`config.mk`:
```
export PLATFORM = sky130hd
export DESIGN_NAME = exec_stage
export DESIGN_NICKNAME = d
export VERILOG_FILES = /design/src/rtl/exec_pkg.sv /design/src/rtl/exec_wait_cnt.sv /design/src/rtl/exec_stage.sv
export SDC_FILE = /design/constraint.sdc
export NUM_CORES = 1
export LEC_CHECK = 0
export ABC_CLOCK_PERIOD_IN_PS = 5100
export CAP_MARGIN = 40
export CORE_ASPECT_RATIO = 1.25
export CORE_UTILIZATION = 45
export DETAILED_ROUTE_END_ITERATION = 10
export HOLD_SLACK_MARGIN = 0.15
export PLACE_DENSITY_LB_ADDON = 0.1
export SYNTH_ARGS = -nofsm -noshare
export SYNTH_HDL_FRONTEND = slang
export SYNTH_HIERARCHICAL = 1
export SYNTH_SLANG_ARGS = --single-unit
```
`constraint.sdc`:
```
create_clock -name clock -period 5.1 [get_ports clock]
set_clock_uncertainty 0.05 [all_clocks]
set_input_delay 0.765 -clock clock [delete_from_list [all_inputs] [get_ports clock]]
set_output_delay 0.765 -clock clock [all_outputs]
set_load 0.01 [all_outputs]
```
`src/rtl/exec_pkg.sv`:
```
// Shared opcode constants, FSM state encoding and overflow helper for the execute stage.
package exec_pkg;

    localparam int OP_W  = 3;
    localparam int CNT_W = 8;

    localparam logic [OP_W-1:0] OP_NOP = 3'd0;
    localparam logic [OP_W-1:0] OP_ADD = 3'd1;
    localparam logic [OP_W-1:0] OP_SUB = 3'd2;
    localparam logic [OP_W-1:0] OP_MUL = 3'd3;
    localparam logic [OP_W-1:0] OP_AND = 3'd4;
    localparam logic [OP_W-1:0] OP_OR  = 3'd5;

    typedef enum logic [1:0] {
        ST_IDLE     = 2'd0,
        ST_EXEC     = 2'd1,
        ST_MUL_WAIT = 2'd2,
        ST_HOLD     = 2'd3
    } state_t;

    // Signed overflow from sign bits only: operands agree (add) or differ (sub) and result flips.
    function automatic logic ovf_detect(input logic [OP_W-1:0] op, input logic a_s,
                                        input logic b_s, input logic r_s);
        case (op)
            OP_ADD:  return (a_s == b_s) && (r_s != a_s);
            OP_SUB:  return (a_s != b_s) && (r_s != a_s);
            default: return 1'b0;
        endcase
    endfunction

endpackage

```
`src/rtl/exec_wait_cnt.sv`:
```
// Multiply wait counter: loads a start value, counts down to zero and holds there.
module exec_wait_cnt
    import exec_pkg::*;
(
    input  logic             clock,
    input  logic             reset,
    input  logic             load,
    input  logic [CNT_W-1:0] load_val,
    input  logic             dec,
    output logic             zero
);

    logic [CNT_W-1:0] cnt;

    always_ff @(posedge clock or negedge reset) begin
        if (!reset)
            cnt <= '0;
        else if (load)
            cnt <= load_val;
        else if (dec && (cnt != '0))
            cnt <= cnt - CNT_W'(1);
    end

    assign zero = (cnt == '0);

endmodule

```
`src/rtl/exec_stage.sv`:
```
// Execute stage: holds one operation on an external ALU, waits for its result, hands it to writeback.
// Optional EXEC_OVF_FLAG_EN adds an ov_flag output for signed add/sub overflow.
module exec_stage
    import exec_pkg::*;
#(
    parameter int DATA_W      = 32,
    parameter int MUL_LATENCY = 20
) (
    input  logic              clock,
    input  logic              reset,
    input  logic              in_valid,
    output logic              in_ready,
    input  logic [OP_W-1:0]   in_op,
    input  logic [DATA_W-1:0] in_a,
    input  logic [DATA_W-1:0] in_b,
    output logic [OP_W-1:0]   ULAops,
    output logic [DATA_W-1:0] ULAa,
    output logic [DATA_W-1:0] ULAb,
    input  logic [DATA_W-1:0] ULAout,
    output logic              out_valid,
    input  logic              out_ready,
    output logic [DATA_W-1:0] out_data
`ifdef EXEC_OVF_FLAG_EN
    ,
    output logic              ov_flag
`endif
);

    state_t state;
    logic   accept, capture, handshake, cnt_zero;

    assign in_ready  = (state == ST_IDLE);
    assign accept    = in_ready && in_valid;
    assign capture   = (state == ST_EXEC) || ((state == ST_MUL_WAIT) && cnt_zero);
    assign handshake = (state == ST_HOLD) && out_ready;

    exec_wait_cnt u_wait_cnt (
        .clock    (clock),
        .reset    (reset),
        .load     (accept && (in_op == OP_MUL)),
        .load_val (CNT_W'(MUL_LATENCY - 1)),
        .dec      (state == ST_MUL_WAIT),
        .zero     (cnt_zero)
    );

    always_ff @(posedge clock or negedge reset) begin
        if (!reset) begin
            state     <= ST_IDLE;
            ULAops    <= OP_NOP;
            ULAa      <= '0;
            ULAb      <= '0;
            out_data  <= '0;
            out_valid <= 1'b0;
        end else begin
            case (state)
                ST_IDLE: if (in_valid) begin
                    ULAops <= in_op;
                    ULAa   <= in_a;
                    ULAb   <= in_b;
                    state  <= (in_op == OP_MUL) ? ST_MUL_WAIT : ST_EXEC;
                end
                ST_EXEC, ST_MUL_WAIT: if (capture) begin
                    out_data  <= ULAout;
                    out_valid <= 1'b1;
                    state     <= ST_HOLD;
                end
                // Dropping the opcode lets the ALU multiplier idle between operations.
                ST_HOLD: if (out_ready) begin
                    out_valid <= 1'b0;
                    ULAops    <= OP_NOP;
                    state     <= ST_IDLE;
                end
                default: state <= ST_IDLE;
            endcase
        end
    end

`ifdef EXEC_OVF_FLAG_EN
    always_ff @(posedge clock or negedge reset) begin
        if (!reset)
            ov_flag <= 1'b0;
        else if (capture)
            ov_flag <= ovf_detect(ULAops, ULAa[DATA_W-1], ULAb[DATA_W-1], ULAout[DATA_W-1]);
        else if (handshake)
            ov_flag <= 1'b0;
    end
`endif

endmodule
```
==> results.md, run 1 <==
* Ys flop type: dfrtp_1
* Ys Warns at 6
* Post-cts sizing count at 0
* Setup CP Type: register to output port
* F_max at 368 MHz
* TritonRoute pass-1 iters at 4
* First-pass GRT wire length at 17100 microns
* # setup viols final at 0
* Cell Int Power at 1.48 mW
* Cell Count Post-Placement at 628
* Least-Margin Pin Slew at 819 ps
* Data required, critical path at 4280 ps
* Tcrit/Tclk final at 53.3%
* Fraction of layout cells with a size suffix above 1 at 23.0%
* Gpl congestion at 0.780
* Largest area contributor in the netlist: dfrtp_1
* Area Growth Syn to Fin at 55.0%
* Fin crit period at 2720 ps
* Reg2Reg Depth at 8
* Die Area at 10400 sq um
* # rows at 40
* Largest net degree at the start of global routing at 65
* WL/cell at 16.7 microns
* Max-Cap Viols at 0
* CTS tree: done
* Psw at 348 uW
* Net Sw Frac at 19.1%
* Combinational family with the most area after synthesis: multiplexers
* P per Cell Area at 261 nW/um^2
* Vias per Instance at 5.02
* H-tree depth reported by CTS at 3
* Vias in the first global route at 3492
* Post-layout util at 72.5%
* Final Hold Viols at 0
* Critical path endpoint category: output port
* Synth cell types at 42
* Most instantiated cells after synthesis: dfrtp_1, mux2_2, buf_6, inv_1
* PortBufs at 203
* DPL Wire Length at 7920 microns
* Root Buffer Master: clkbuf_16
* CP Launch Type: register
* Detail Route Antenna Nets at 0
* Syn Std Cell Area at 4520 sq um
* Synth Area in Compound Gates at 4.96%
* DRT iter0 DRCs at 82
* Die height at 114 microns
* Outcome: finished clean
* Synthesized-area fraction occupied by adder cells at 1.66%
* Via count at 3229
* Part of the power in registers at 48.8%
* Count leader, synth: dfrtp_1
* Layout net count at 622
* Post-synth ARST share at 100%
* Top cell type's share of synthesized area at 60.9%
* DRT Wirelength at 10800 microns
* Post-synth EDFFs at 0
* Clock Pin Slew Worst Setup and Hold Paths at 70 ps
* Syn Inst Count at 302
* Yosys reg bits at 110
* Mux contribution to synthesized area at 24.6%
* Worst r2r dst: out_data[9]$_DFFE_PN0P_
* Synth top area cells: dfrtp_1, mux2_2, buf_6
* Post-CTS Setup Inserts at 0
* Overflow after GRT at 0
* Gr usage total at 21.4%
* Clk pwr share at 43.1%
* Sequential share of the synthesized area at 60.9%
* Data arrival, critical path at 1910 ps
* Worst Hold Class: input port to asynchronous set/reset pin
* Slew Limit Fails at 0
* Starting density of the core at 46.8%
* Comb power frac at 8.1%
* Post-Synth Simple-Gate Area at 4.16%
* Worst vdd ir at 0.000174 V
* Initial antenna violation count at 0
* Clk_lat worst skew at 340 ps
* Hold slack final at 218 ps
* Finished Layout Cells at 643
* Core Box Area at 9660 sq um
* Io pins at 204
* Cell leakage power at 3.19 nW
* Clk sinks at 110
* Slew HR at 45.4%
* Bufs on Longest Clock Path at 2
* Post-Synth XOR/XNOR Area at 0%
* # hold bufs at CTS at 0
* Worst r2r src: u_wait_cnt/cnt[0]$_DFFE_PN0P_
* RSZ-0062 raised after global routing: false
* Worst reg2reg setup slack at 2410 ps
* Largest fanout on the critical path at 10
* Syn Area/Cell at 15.0 sq um
* Die W at 91.6 microns
* Num CTS Buffers at 9
* Antenna cells at 0
* DRC viols at 0
* Setup TNS Final at 0 ps
[through the flow]
step / worst slack, ps / area [sq um] / total power [mW]
2_1_floorplan: 2630 / 4540 / 0.929
3_3_place_gp: 2440 / 6640 / 1.05
3_5_place_dp: 2380 / 6660 / 1.06
4_1_cts: 2360 / 7000 / 1.85
5_1_grt: 2210 / 7000 / 1.90
6_report: 2380 / 7000 / 1.83
[sequential cells by signal, indices dropped and copies added (netlist names)]
| signal | cells |
|---|---|
| ULAa | 32 |
| ULAb | 32 |
| out_data | 32 |
| u_wait_cnt/cnt | 8 |
| ULAops | 3 |
| state | 2 |
| out_valid | 1 |
[area by class of cell]
cell class | count | area, sq um
Tap cell | 126 | 158
Clock inverter | 4 | 95.1
Multi-Input combinational cell | 175 | 1630
Inverter | 9 | 33.8
Fill cell | 679 | 2660
Sequential cell | 110 | 2750
Timing Repair Buffer | 208 | 2090
Clock buffer | 11 | 243
[layout by cell type (no fill, tap or decap), drive strengths merged, types with 2 or more instances in the layout]
cell type and instances:
clkdlybuf4s50 202, dfrtp 110, mux2 97, clkbuf 11
inv 8, conb 8, a22o 6, ha 6
buf 6, nor2 5, nand2 5, nor3 4
a21oi 4, o21ai 4, nand3 3, bufinv 3
or4 3, nor3b 3, nor2b 2, mux2i 2
nand4 2, a31oi 2, a221o 2, clkinv 2
or3b 2, a211o 2
[power groups by stage]
stage | sequential (mW) | clock (mW) | combinational (mW)
after floorplan | 0.914 | 0 | 0.0153
after detailed placement | 0.908 | 0 | 0.151
after CTS | 0.891 | 0.809 | 0.151
final | 0.891 | 0.786 | 0.148
after global placement | 0.907 | 0 | 0.145
after global routing | 0.892 | 0.847 | 0.160
[per-layer routing]
layer,GRT usage [%],vias up,wire length (microns)
met5,0,-,0
met2,38.9,132,5860
met1,22.3,1590,3790
met4,6.56,0,100
met3,9.07,6,1010
li1,-,1501,-
[worst max path at each step]
stage                                              from                            end  slack, ps  depth (start not counted)
after CTS                          state[0]$_DFFE_PN0P_                       in_ready       2360                          3
after global routing      u_wait_cnt/cnt[0]$_DFFE_PN0P_        out_data[4]$_DFFE_PN0P_       2210                          8
after global placement                         in_valid  u_wait_cnt/cnt[7]$_DFFE_PN0P_       2440                          7
after detailed placement                       in_valid  u_wait_cnt/cnt[7]$_DFFE_PN0P_       2380                          7
after floorplan                    state[0]$_DFFE_PN0P_  u_wait_cnt/cnt[7]$_DFFE_PN0P_       2630                         10
final                              state[0]$_DFFE_PN0P_                       in_ready       2380                          3
[critical path, stage by stage (launching register included)]
cell	delay [ps]
dfrtp_1	430
inv_1	140
ha_1	390
clkdlybuf4s50_1	610
[cells by family after synthesis]
family	after synthesis
flops	110
other cells	2
simple gates	33
compound gates	29
buf+inv	23
fa+ha+maj	6
mux	99
Note: power is estimated with default switching activity, not from simulation.
==> run 2: changes to the inputs <==
Settings changed: ABC_CLOCK_PERIOD_IN_PS 5100 to 2800, CORE_UTILIZATION 45 to 42.
Clock period 5.1 ns to 2.8 ns, I/O delays scaled along.
==> run 2 against run 1 <==
Net effect:
- hold slack better by 240 ps
- clock power grew 65%
- critical path depth up 4
- sequential share of layout area is 0.15 points higher
- via count grew 0.56%
- critical path type is now register to register
- largest power group unchanged
==> results.md, run 2 (same netlist as run 1, synthesis figures left out) <==
* Outcome: finished clean
* Clk sinks at 110 (unchanged)
* DPL Wire Length at 8050 microns (+1.5%)
* Setup CP Type: register to register
* Gr usage total at 19.9% (-1.5 points)
* DRT Wirelength at 10900 microns (+1.1%)
* Gpl congestion at 0.780 (about the same)
* RSZ-0062 raised after global routing: false
* Via count at 3247 (+0.56%)
* Slowest library cell on the worst path: or3b_2
* Setup TNS Final at 0 ps (unchanged)
* Commonest cells after routing, fill and taps aside: clkdlybuf4s50_1, dfrtp_1, mux2_2
* Max-Cap Viols at 0 (unchanged)
* Area Growth Syn to Fin at 54.4%
* Met2 Routed Length at 5830 microns (-0.51%)
* Overflow after GRT at 0 (unchanged)
* Tcrit/Tclk final at 87.6%
* Final Hold Viols at 0 (unchanged)
* Root Buffer Master: clkbuf_16
* TritonRoute pass-1 iters at 5 (+1)
* Hold slack final at 455 ps (+237 ps)
* Die height at 118 microns (+3.5%)
* Data required, critical path at 2970 ps (-1310 ps)
* PortBufs at 203 (unchanged)
* First-pass GRT wire length at 17100 microns (about the same)
* Regs by FF count: ULAa x32, ULAb x32, out_data x32
* Largest fanout on the critical path at 4 (-6)
* Fin worst setup slack at 346 ps (-2030 ps)
* # rows at 41 (+2.5%)
* Vias in the first global route at 3440 (-1.5%)
* Cell Chain, Critical Path: inv_1 > ha_1 > or3b_2 > nor2_1 > a21oi_1 > a222oi_1 > mux2_1
* DRT iter0 DRCs at 87 (+6.1%)
* Io pins at 204 (unchanged)
* Slew HR at 45.9% (+0.55 points)
* H-tree depth reported by CTS at 3 (unchanged)
* Metal-1 WL at 4100 microns (+8.3%)
* Clock Pin Slew Worst Setup and Hold Paths at 70 ps (about the same)
* # setup viols final at 0 (unchanged)
* Antenna cells at 0 (unchanged)
* Largest net degree at the start of global routing at 65 (unchanged)
* Bufs on Longest Clock Path at 2 (unchanged)
* Top sig layer: met4
* WL/cell at 16.8 microns (+0.20%)
* Pre-CTS WS at 399 ps (-1980 ps)
* Slew Limit Fails at 0 (unchanged)
* CTS tree: done
* Delay of the slowest cell on the worst path at 490 ps (-120 ps)
* Worst vdd ir at 0.000319 V (+84%)
* Initial antenna violation count at 0 (unchanged)
* Finished Layout Cells at 649 (+0.93%)
* Num CTS Buffers at 9 (unchanged)
* Detail Route Antenna Nets at 0 (unchanged)
* Met3 WL at 902 microns (-11%)
* Post-CTS Setup Inserts at 0 (unchanged)
* Core Box Area at 10300 sq um (+6.2%)
* Filler cell count at 775 (+14%)
* Fin crit period at 2450 ps
* Worst Hold Class: register to register
* Die W at 94.8 microns (+3.4%)
* Least-Margin Pin Slew at 811 ps (-8.18 ps)
* Cell leakage power at 3.17 nW (-0.60%)
* Critical path endpoint category: register
* Cell Count Post-Placement at 632 (+0.64%)
* Most common library cell in the layout ignoring fill and taps: clkdlybuf4s50_1
* Fraction of layout cells with a size suffix above 1 at 23.3% (+0.25 points)
* CP Launch Type: register
* Data arrival, critical path at 2620 ps (+710 ps)
* Vias per Instance at 5.00 (-0.37%)
* DRC viols at 0 (unchanged)
* Post-cts sizing count at 0 (unchanged)
* Die Area at 11200 sq um (+7.0%)
* P per Cell Area at 458 nW/um^2 (+75%)
* Layout net count at 624 (+0.32%)
* Starting density of the core at 44.0% (-2.7 points)
* Clk_lat worst skew at 330 ps (about the same)
* F_max at 407 MHz
==> run 2: cell count changes in the layout (fill, tap and decap cells not counted) <==
cell / previous run / this run
dlygate4sd3_1: 0 / 1
buf_16: 1 / 0
clkbuf_8: 1 / 2
inv_6: 0 / 1
clkinv_2: 1 / 0
bufinv_16: 3 / 1
clkinvlp_4: 0 / 2
buf_4: 5 / 7
==> run 2: per-layer routing <==
layer  up-vias  global-route usage [%]
met5         -                       0
met4         0                    4.55
met2       118                    35.9
met3         2                    7.17
li1       1509                       -
met1      1618                    21.7
==> run 2: worst paths after layout <==
check | startpoint | to | slack, ps | cells after the start
min | ULAa[30]$_DFFE_PN0P_ | ULAa[30]$_DFFE_PN0P_ | 450 | 1
max in group asynchronous | reset | ULAa[15]$_DFFE_PN0P_ | 1260 | 3
max reg2reg | u_wait_cnt/cnt[0]$_DFFE_PN0P_ | state[1]$_DFFE_PN0P_ | 350 | 7
max | u_wait_cnt/cnt[0]$_DFFE_PN0P_ | state[1]$_DFFE_PN0P_ | 350 | 7
min in group asynchronous | reset | ULAb[11]$_DFFE_PN0P_ | 580 | 2
min reg2reg | ULAa[30]$_DFFE_PN0P_ | ULAa[30]$_DFFE_PN0P_ | 450 | 1
==> run 2: final cells by class <==
cell class,instances,area (sq um),area share (%)
inverters,9,33.8,0.484
multi-input cells,175,1630,23.4
clock buffers,12,256,3.68
repair buffers,210,2080,29.9
flip-flops and latches,110,2750,39.5
clock inverters,4,53.8,0.771
well taps,129,161,2.31
==> run 2: critical path: cells and delay by family, from the launching register on <==
family | cells | cell delay, ps
AND/OR/NAND/NOR | 2 | 650
multiplexers | 1 | 360
AO/OA/AOI/OAI | 2 | 560
flip-flops | 1 | 400
adder cells (fa/ha/maj) | 1 | 210
buffers and inverters | 1 | 110
==> run 2: what timing repair did <==
action | CTS | global route
setup endpoints to repair | 0 | 0
hold buffers | 1 | 0
hold endpoints to repair | 41 | 0
==> run 2: per-stage QoR <==
| stage | total power [mW] | utilization [%] | instance area (sq um) |
|---|---|---|---|
| 2_1_floorplan | 1.69 | - | 4540 |
| 3_3_place_gp | 1.92 | 64.9 | 6650 |
| 3_5_place_dp | 1.93 | 64.9 | 6650 |
| 4_1_cts | 3.23 | 68.0 | 6970 |
| 5_1_grt | 3.32 | 68.0 | 6970 |
| 6_report | 3.19 | 68.0 | 6970 |
==> run 2: power breakdown <==
part           switching (mW)  total, mW  internal [mW]  leakage [nW]
Clock                   0.553       1.30          0.746         0.145
Sequential             0.0117       1.62           1.61          1.43
Combinational          0.0844      0.270          0.186          1.59
Total                   0.649       3.19           2.54          3.17
==> run 3: changes to the inputs <==
Settings changed: CAP_MARGIN 40 to unset.
==> results of run 3 <==
No change in the layout: final DEF, timing and power equal those of run 2.
